File: src/rtl/dec_pkg.sv
// Shared definitions for the streaming one-hot decoder: code-width helper,
// default counter width and the packed width of one decoded beat.
package dec_pkg;

  localparam int DEFAULT_CNT_W = 8;

  // Smallest width able to hold codes 0..n-1, never less than 1 bit.
  function automatic int clog2_safe(input int n);
    int r;
    r = 1;
    while ((1 << r) < n) r = r + 1;
    return r;
  endfunction

  // A beat is packed as {err, y[n_out-1:0]}.
  function automatic int beat_w(input int n_out);
    return n_out + 1;
  endfunction

endpackage

File: src/rtl/onehot_dec.sv
// Combinational binary-to-one-hot decode of a single code.
module onehot_dec
  import dec_pkg::*;
#(
  parameter int OUT = 4,
  parameter int CW  = clog2_safe(OUT)
) (
  input  logic [CW-1:0]  code,
  input  logic           en,
  output logic [OUT-1:0] y,
  output logic           err
);

  // One extra bit so OUT itself is representable when OUT is a power of 2.
  localparam logic [CW:0] OUT_C = (CW+1)'(OUT);

  // Out-of-range codes flag an error and never light a line, whatever en says.
  assign err = ({1'b0, code} >= OUT_C);

  // One comparator per output line.
  generate
    for (genvar gi = 0; gi < OUT; gi++) begin : g_line
      assign y[gi] = en && !err && (code == CW'(gi));
    end
  endgenerate

endmodule

File: src/rtl/dec_stream.sv
// Streaming decoder: valid/ready in, registered valid/ready out with a
// one-entry skid buffer, plus sticky seen-mask and saturating transfer count.
module dec_stream
  import dec_pkg::*;
#(
  parameter int OUT   = 4,
  parameter int CW    = clog2_safe(OUT),
  parameter int CNT_W = DEFAULT_CNT_W
) (
  input  logic             clk,
  input  logic             rst_n,
  input  logic             in_valid,
  output logic             in_ready,
  input  logic [CW-1:0]    in_code,
  input  logic             in_en,
  output logic             out_valid,
  input  logic             out_ready,
  output logic [OUT-1:0]   out_y,
  output logic             out_err,
  input  logic             clr,
  output logic [OUT-1:0]   seen_mask,
  output logic [CNT_W-1:0] txn_cnt
);

  localparam int BW = beat_w(OUT);

  logic [OUT-1:0]   dec_y;
  logic             dec_err;
  logic [BW-1:0]    dec_beat;
  logic             out_valid_reg;
  logic [BW-1:0]    out_beat_reg;
  logic             skid_valid_reg;
  logic [BW-1:0]    skid_beat_reg;
  logic [OUT-1:0]   mask_reg;
  logic [CNT_W-1:0] cnt_reg;
  logic             accept;
  logic             xfer;

  onehot_dec #(
    .OUT (OUT),
    .CW  (CW)
  ) u_dec (
    .code (in_code),
    .en   (in_en),
    .y    (dec_y),
    .err  (dec_err)
  );

  assign dec_beat = {dec_err, dec_y};

  // Ready tracks only the registered skid state; held low while in reset.
  assign in_ready = rst_n & ~skid_valid_reg;
  assign accept   = in_valid & in_ready;
  assign xfer     = out_valid_reg & out_ready;

  // Output stage and skid register: skid fills only when the output is stuck.
  always_ff @(posedge clk) begin
    if (!rst_n) begin
      out_valid_reg  <= 1'b0;
      out_beat_reg   <= '0;
      skid_valid_reg <= 1'b0;
      skid_beat_reg  <= '0;
    end else if (skid_valid_reg) begin
      // in_ready is low here, so only a drain of the skid can happen.
      if (xfer) begin
        out_beat_reg   <= skid_beat_reg;
        skid_valid_reg <= 1'b0;
      end
    end else if (accept) begin
      if (!out_valid_reg || xfer) begin
        out_beat_reg  <= dec_beat;
        out_valid_reg <= 1'b1;
      end else begin
        skid_beat_reg  <= dec_beat;
        skid_valid_reg <= 1'b1;
      end
    end else if (xfer) begin
      out_valid_reg <= 1'b0;
    end
  end

  // Status: clr wins over a concurrent transfer, count saturates at all-ones.
  always_ff @(posedge clk) begin
    if (!rst_n) begin
      mask_reg <= '0;
      cnt_reg  <= '0;
    end else if (clr) begin
      mask_reg <= '0;
      cnt_reg  <= '0;
    end else if (xfer) begin
      mask_reg <= mask_reg | out_beat_reg[OUT-1:0];
      if (cnt_reg != {CNT_W{1'b1}}) cnt_reg <= cnt_reg + CNT_W'(1);
    end
  end

  assign out_valid = out_valid_reg;
  assign out_y     = out_beat_reg[OUT-1:0];
  assign out_err   = out_beat_reg[OUT];
  assign seen_mask = mask_reg;
  assign txn_cnt   = cnt_reg;

endmodule

File: config.mk
export PLATFORM = sky130hd
export DESIGN_NAME = dec_stream
export DESIGN_NICKNAME = d
export VERILOG_FILES = /design/src/rtl/dec_pkg.sv /design/src/rtl/onehot_dec.sv /design/src/rtl/dec_stream.sv
export SDC_FILE = /design/constraint.sdc
export NUM_CORES = 1
export LEC_CHECK = 0
export CORE_MARGIN = 4
export CORE_UTILIZATION = 49
export CTS_CLUSTER_SIZE = 10
export DETAILED_ROUTE_END_ITERATION = 10
export HOLD_SLACK_MARGIN = 0.05
export PLACE_DENSITY = 0.79
export RECOVER_POWER = 50
export SYNTH_ARGS = -nofsm -noshare
export SYNTH_HDL_FRONTEND = slang
export SYNTH_SLANG_ARGS = --single-unit
File: constraint.sdc
create_clock -name clk -period 4.24 [get_ports clk]
set_clock_uncertainty 0.1 [all_clocks]
set_input_delay 0.848 -clock clk [delete_from_list [all_inputs] [get_ports clk]]
set_output_delay 0.848 -clock clk [all_outputs]
set_load 0.02 [all_outputs]
======== Word-level counts from Yosys, hierarchy flattened ========
Index checks and enable logic that the tools add are counted.
word-level totals
  flip-flop bits (word level) ............. 23
  bits of input ports ..................... 8
  output and inout port bits .............. 19
  logic and storage cells ................. 46
operators by class
  add/subtract/negate cells ............... 1
  equality and inequality tests ........... 6
  mux-type cells .......................... 11
  bitwise logic cells ..................... 7
  reductions and logical operators ........ 15
operators with widths
  cell                                                                      number
  5-bit two-way mux                                                         4
  3-bit AND reduction                                                       3
  8-bit by 1-bit adder with 8-bit output (second input constant)            1
  8-bit inequality test (second input constant)                             1
  1-bit two-way mux                                                         7
  2-bit nonzero test                                                        3
  2-bit equality test (second input constant)                               2
  1-bit logical AND                                                         4
  2-bit by 1-bit inequality test with 1-bit output (second input constant)  2
  4-bit bitwise OR                                                          1
  1-bit bitwise AND                                                         3
  1-bit NOT                                                                 3
  2-bit by 1-bit equality test with 1-bit output (second input constant)    1
  2-bit logical NOT                                                         1
  2-bit AND reduction                                                       1
  2-bit OR reduction                                                        1
  1-bit logical NOT                                                         1
  1-bit logical OR                                                          1

======== Longest topological paths before layout ========
  depth in word-level cells ............... 5
  depth in mapped cells ................... 5
  mapped depth without buffers ............ 5

======== Modules after synthesis ========
Synthesis repeated with hierarchy kept, for this count alone.
second synthesis, totals
  cells, all modules ...................... 131
  area, all modules ....................... 1208.7 µm²
by module, submodules not included
  module      instances  cells an instance  area each (µm²)  sequential area each (µm²)
  dec_stream  1          125                1159.9           480.5
  onehot_dec  1          6                  48.8             0.0

======== Worst setup path after synthesis ========
No wires, ideal clock.
  path type ............................... input to output
  from .................................... input port rst_n
  to ...................................... output port in_ready
  data arrival time ....................... 1196 ps
  required time ........................... 3292 ps
  path slack .............................. 2096 ps
  stages on the path ...................... 1
  path buffers ............................ 0
  path through ............................ nor2b_1
between the ends
  word-level cells in the longest chain between the ends .. 1
ends and longest elaborated chain
  element            RTL line          RTL
  start, declared    dec_stream.sv:11  input logic rst_n,
  1-bit bitwise AND  dec_stream.sv:52  assign in_ready = rst_n & ~skid_valid_reg;
  end, declared      dec_stream.sv:13  output logic in_ready,
No other way between the ends.

======== Worst setup path in the final report ========
Same ends and word-level chain as after synthesis.

==> impl_metrics.py <==
metrics = {
    "timing": {
        "max_freq_mhz": 295,
        "setup_viol": 0,
        "slew_headroom_pct": 66.7,
        "rsz0062_at_grt": "no",
        "slew_violations": 0,
        "finalHoldViolations": 0,
        "period_share_pct": 79.9,
        "worstMarginPinSlew_ns": 0.498,
        "min_period_ns": 3.39,
        "finalSetupTns_ns": 0,
    },
    "clock_tree": {
        "post_cts_resized": 0,
        "clk_pin_slew_ns": 0.12,
        "clk_latency_ns": 0.30,
        "cts_buffers": 3,
        "htree_levels": 1,
        "cts_root_buf": "clkbuf_4",
        "postCtsSetupRepairBufs": 0,
        "cts_tree": "done",
        "clock_sinks": 22,
        "hold_buffers": 0,
        "clk_path_buf_depth": 2,
    },
    "logic_synthesis": {
        "synthDistinctLibCells": 32,
        "syn_area_um2": 986,
        "synth_cells": 117,
        "ys_warn_count": 0,
        "synth_fp_nets": 126,
        "ys_seq_area_share_pct": 44.7,
        "ys_ff_latch": 22,
        "synth.area.top_cells": "dfxtp_1 (45%), a21oi_1 (8.6%), mux2i_1 (6.1%), nor2_1 (4.9%), o21ai_0 (3.6%)",
        "yosysTopAreaCell": "dfxtp_1",
        "synth.top_cell.area_share_pct": 44.7,
        "avgSynthCellArea_um2": 8.43,
    },
    "cells_and_area": {
        "final_area_um2": 1270,
        "nets": 150,
        "fillers": 170,
        "drive_gt1_share_pct": 3.57,
        "largest_reg_flops": 8,
        "antennaDiodeCount": 0,
        "syn_to_final_growth_pct": 28.8,
    },
    "global_routing": {
        "gr-total-overflow": 0,
        "grt_usage_pct": 18.4,
        "grt_pass1_vias": 875,
        "grt_pass1_wl_um": 3860,
        "antenna_found_initial": 0,
        "grt_max_degree": 14,
    },
    "routing": {
        "avgRoutedWirePerCell_um": 13.1,
        "num_vias": 882,
        "wl_met3_um": 90,
        "top_layer_used": "met4",
        "wl_met1_um": 1030,
        "drt-vias-per-instance": 5.35,
        "drc": 0,
        "drtPass1Iterations": 4,
        "drtAntennaViolNets": 0,
        "drt-total-wl_um": 2160,
        "drt_first_iter_violations": 14,
        "route.met2.wl_um": 1010,
    },
    "setup_path": {
        "crit_fanout": 13,
        "crit_arrival_ns": 2.44,
        "cpMaxStageDelayCell": "dlygate4sd3_1",
        "path_class": "input pin to primary output",
        "cp_data_required_time_ns": 3.29,
        "path_cells": "dlygate4sd3_1 > nor2b_1 > clkdlybuf4s50_1",
        "crit_path_end_kind": "primary output",
        "cp-start-kind": "input pin",
        "cpPeakStageDelay_ns": 0.76,
    },
    "die": {
        "row_count": 15,
        "die_y_um": 52.9,
        "die_x_um": 52.9,
        "coreArea_um2": 1820,
        "die_area_um2": 2790,
        "start_util_pct": 54.2,
        "top_level_ports": 27,
    },
    "pwr": {
        "total_leakage_power_nw": 0.447,
        "ir_drop_v": 0.000279,
        "p_per_area_nw_per_um2": 297,
    },
    "run": {
        "maxCapViolCount": 0,
    },
    "outcome": {
        "outcome": "completed",
    },
    "placement": {
        "globalplace.congestion": 0.801,
        "hpwl_um": 1610,
        "placed_area_um2": 1240,
        "portBuffers": 25,
    },
    "hold_path": {
        "min_path_type": "register to register",
    },
}
[Yosys cell counts, drive strengths merged]
cell    instances
and3            1
a211oi          3
nor3            6
nor2b           5
o21ai           7
xnor2           1
dfxtp          22
and2            2
o31ai           1
xor2            1
and4            2
ha              1
clkbuf          3
conb            1
nand3           3
a21boi          1
or4             1
mux2i           6
nand4           2
nor2           13
or3             1
nor3b           2
nand2b          2
inv             3
buf             3
nand2           6
a21oi          17
a31oi           1
[worst paths after layout]
check	from	to	slack, ns	cells past startpoint
setup / recovery	rst_n	in_ready	0.85	3
hold / removal	seen_mask[2]$_SDFFE_PP0P_	seen_mask[2]$_SDFFE_PP0P_	0.38	2
setup reg to reg	out_valid$_SDFFE_PN0P_	txn_cnt[5]$_SDFFE_PP0P_	2.37	4
hold reg to reg	seen_mask[2]$_SDFFE_PP0P_	seen_mask[2]$_SDFFE_PP0P_	0.38	2
[layout by cell type, fill, tap and decap left out]
cell type        Yosys  layout
dfxtp_1             22      22
a21oi_1             17      17
clkdlybuf4s50_1      0      16
nor2_1              13      13
dlygate4sd3_1        0       9
o21ai_0              7       7
nand2_1              5       6
nor3_1               6       6
mux2i_1              6       6
nor2b_1              5       5
nand3_1              3       3
inv_1                3       3
clkbuf_4             0       3
nand4_1              2       2
nand2b_1             2       2
and4_1               2       2
a211oi_1             2       2
nor3b_1              2       2
and2_0               0       1
and3_1               1       1
o31ai_1              1       1
or4_1                1       1
xnor2_1              1       1
a211oi_2             1       1
a21boi_0             1       1
or3_1                1       1
a31oi_1              1       1
and2_1               2       1
xor2_1               1       1
ha_1                 1       1
conb_1               1       1
clkbuf_8             0       1
[worst max-delay path, delay by kind of cell]
family,cells,cell delay (ns)
AND/OR/NAND/NOR,1,0.21
buffers and inverters,2,1.38
[per-stage QoR]
stage	hold slack [ns]	utilization [%]	setup WS, ns	std cells	total power [mW]
6_report	0.385	69.8	0.854	165	0.377
3_3_place_gp	0.351	67.9	0.970	161	0.272
4_1_cts	0.399	69.9	0.921	165	0.385
2_1_floorplan	0.382	-	2.10	117	0.250
3_5_place_dp	0.367	67.9	0.925	161	0.273
5_1_grt	0.445	69.8	0.719	165	0.398
[kinds of logic after synthesis]
logic type | count (synthesis) | synth area share, %
multiplexers | 6 | 6.09
XOR/XNOR | 2 | 1.78
flip-flops | 22 | 44.7
AND/OR/NAND/NOR | 46 | 24.4
other | 1 | 0.380
AO/OA/AOI/OAI | 30 | 17.1
buffers and inverters | 9 | 4.31
adder cells (fa/ha/maj) | 1 | 1.27
[report_power, final]
group	leakage, nW	switching, mW	internal [mW]
Combinational	0.248	0.0261	0.0218
Sequential	0.178	0.00652	0.212
Clock	0.0210	0.0582	0.0523
Total	0.447	0.0908	0.286
[area by class of cell]
type	instances	area [um^2]	share of cell area (%)
sequential	22	440	34.7
timing repair buffer	25	250	19.7
tap	25	31.3	2.46
clock buffer	4	36.3	2.86
multi-input combinational	86	500	39.4
inverter	3	11.3	0.887
[metal layers]
metal	up-vias	track usage, %
met5	-	0
met4	0	6.81
met3	4	4.51
met2	21	29.8
met1	403	23.6
li1	454	-
Note: power is estimated with default switching activity, not from simulation.
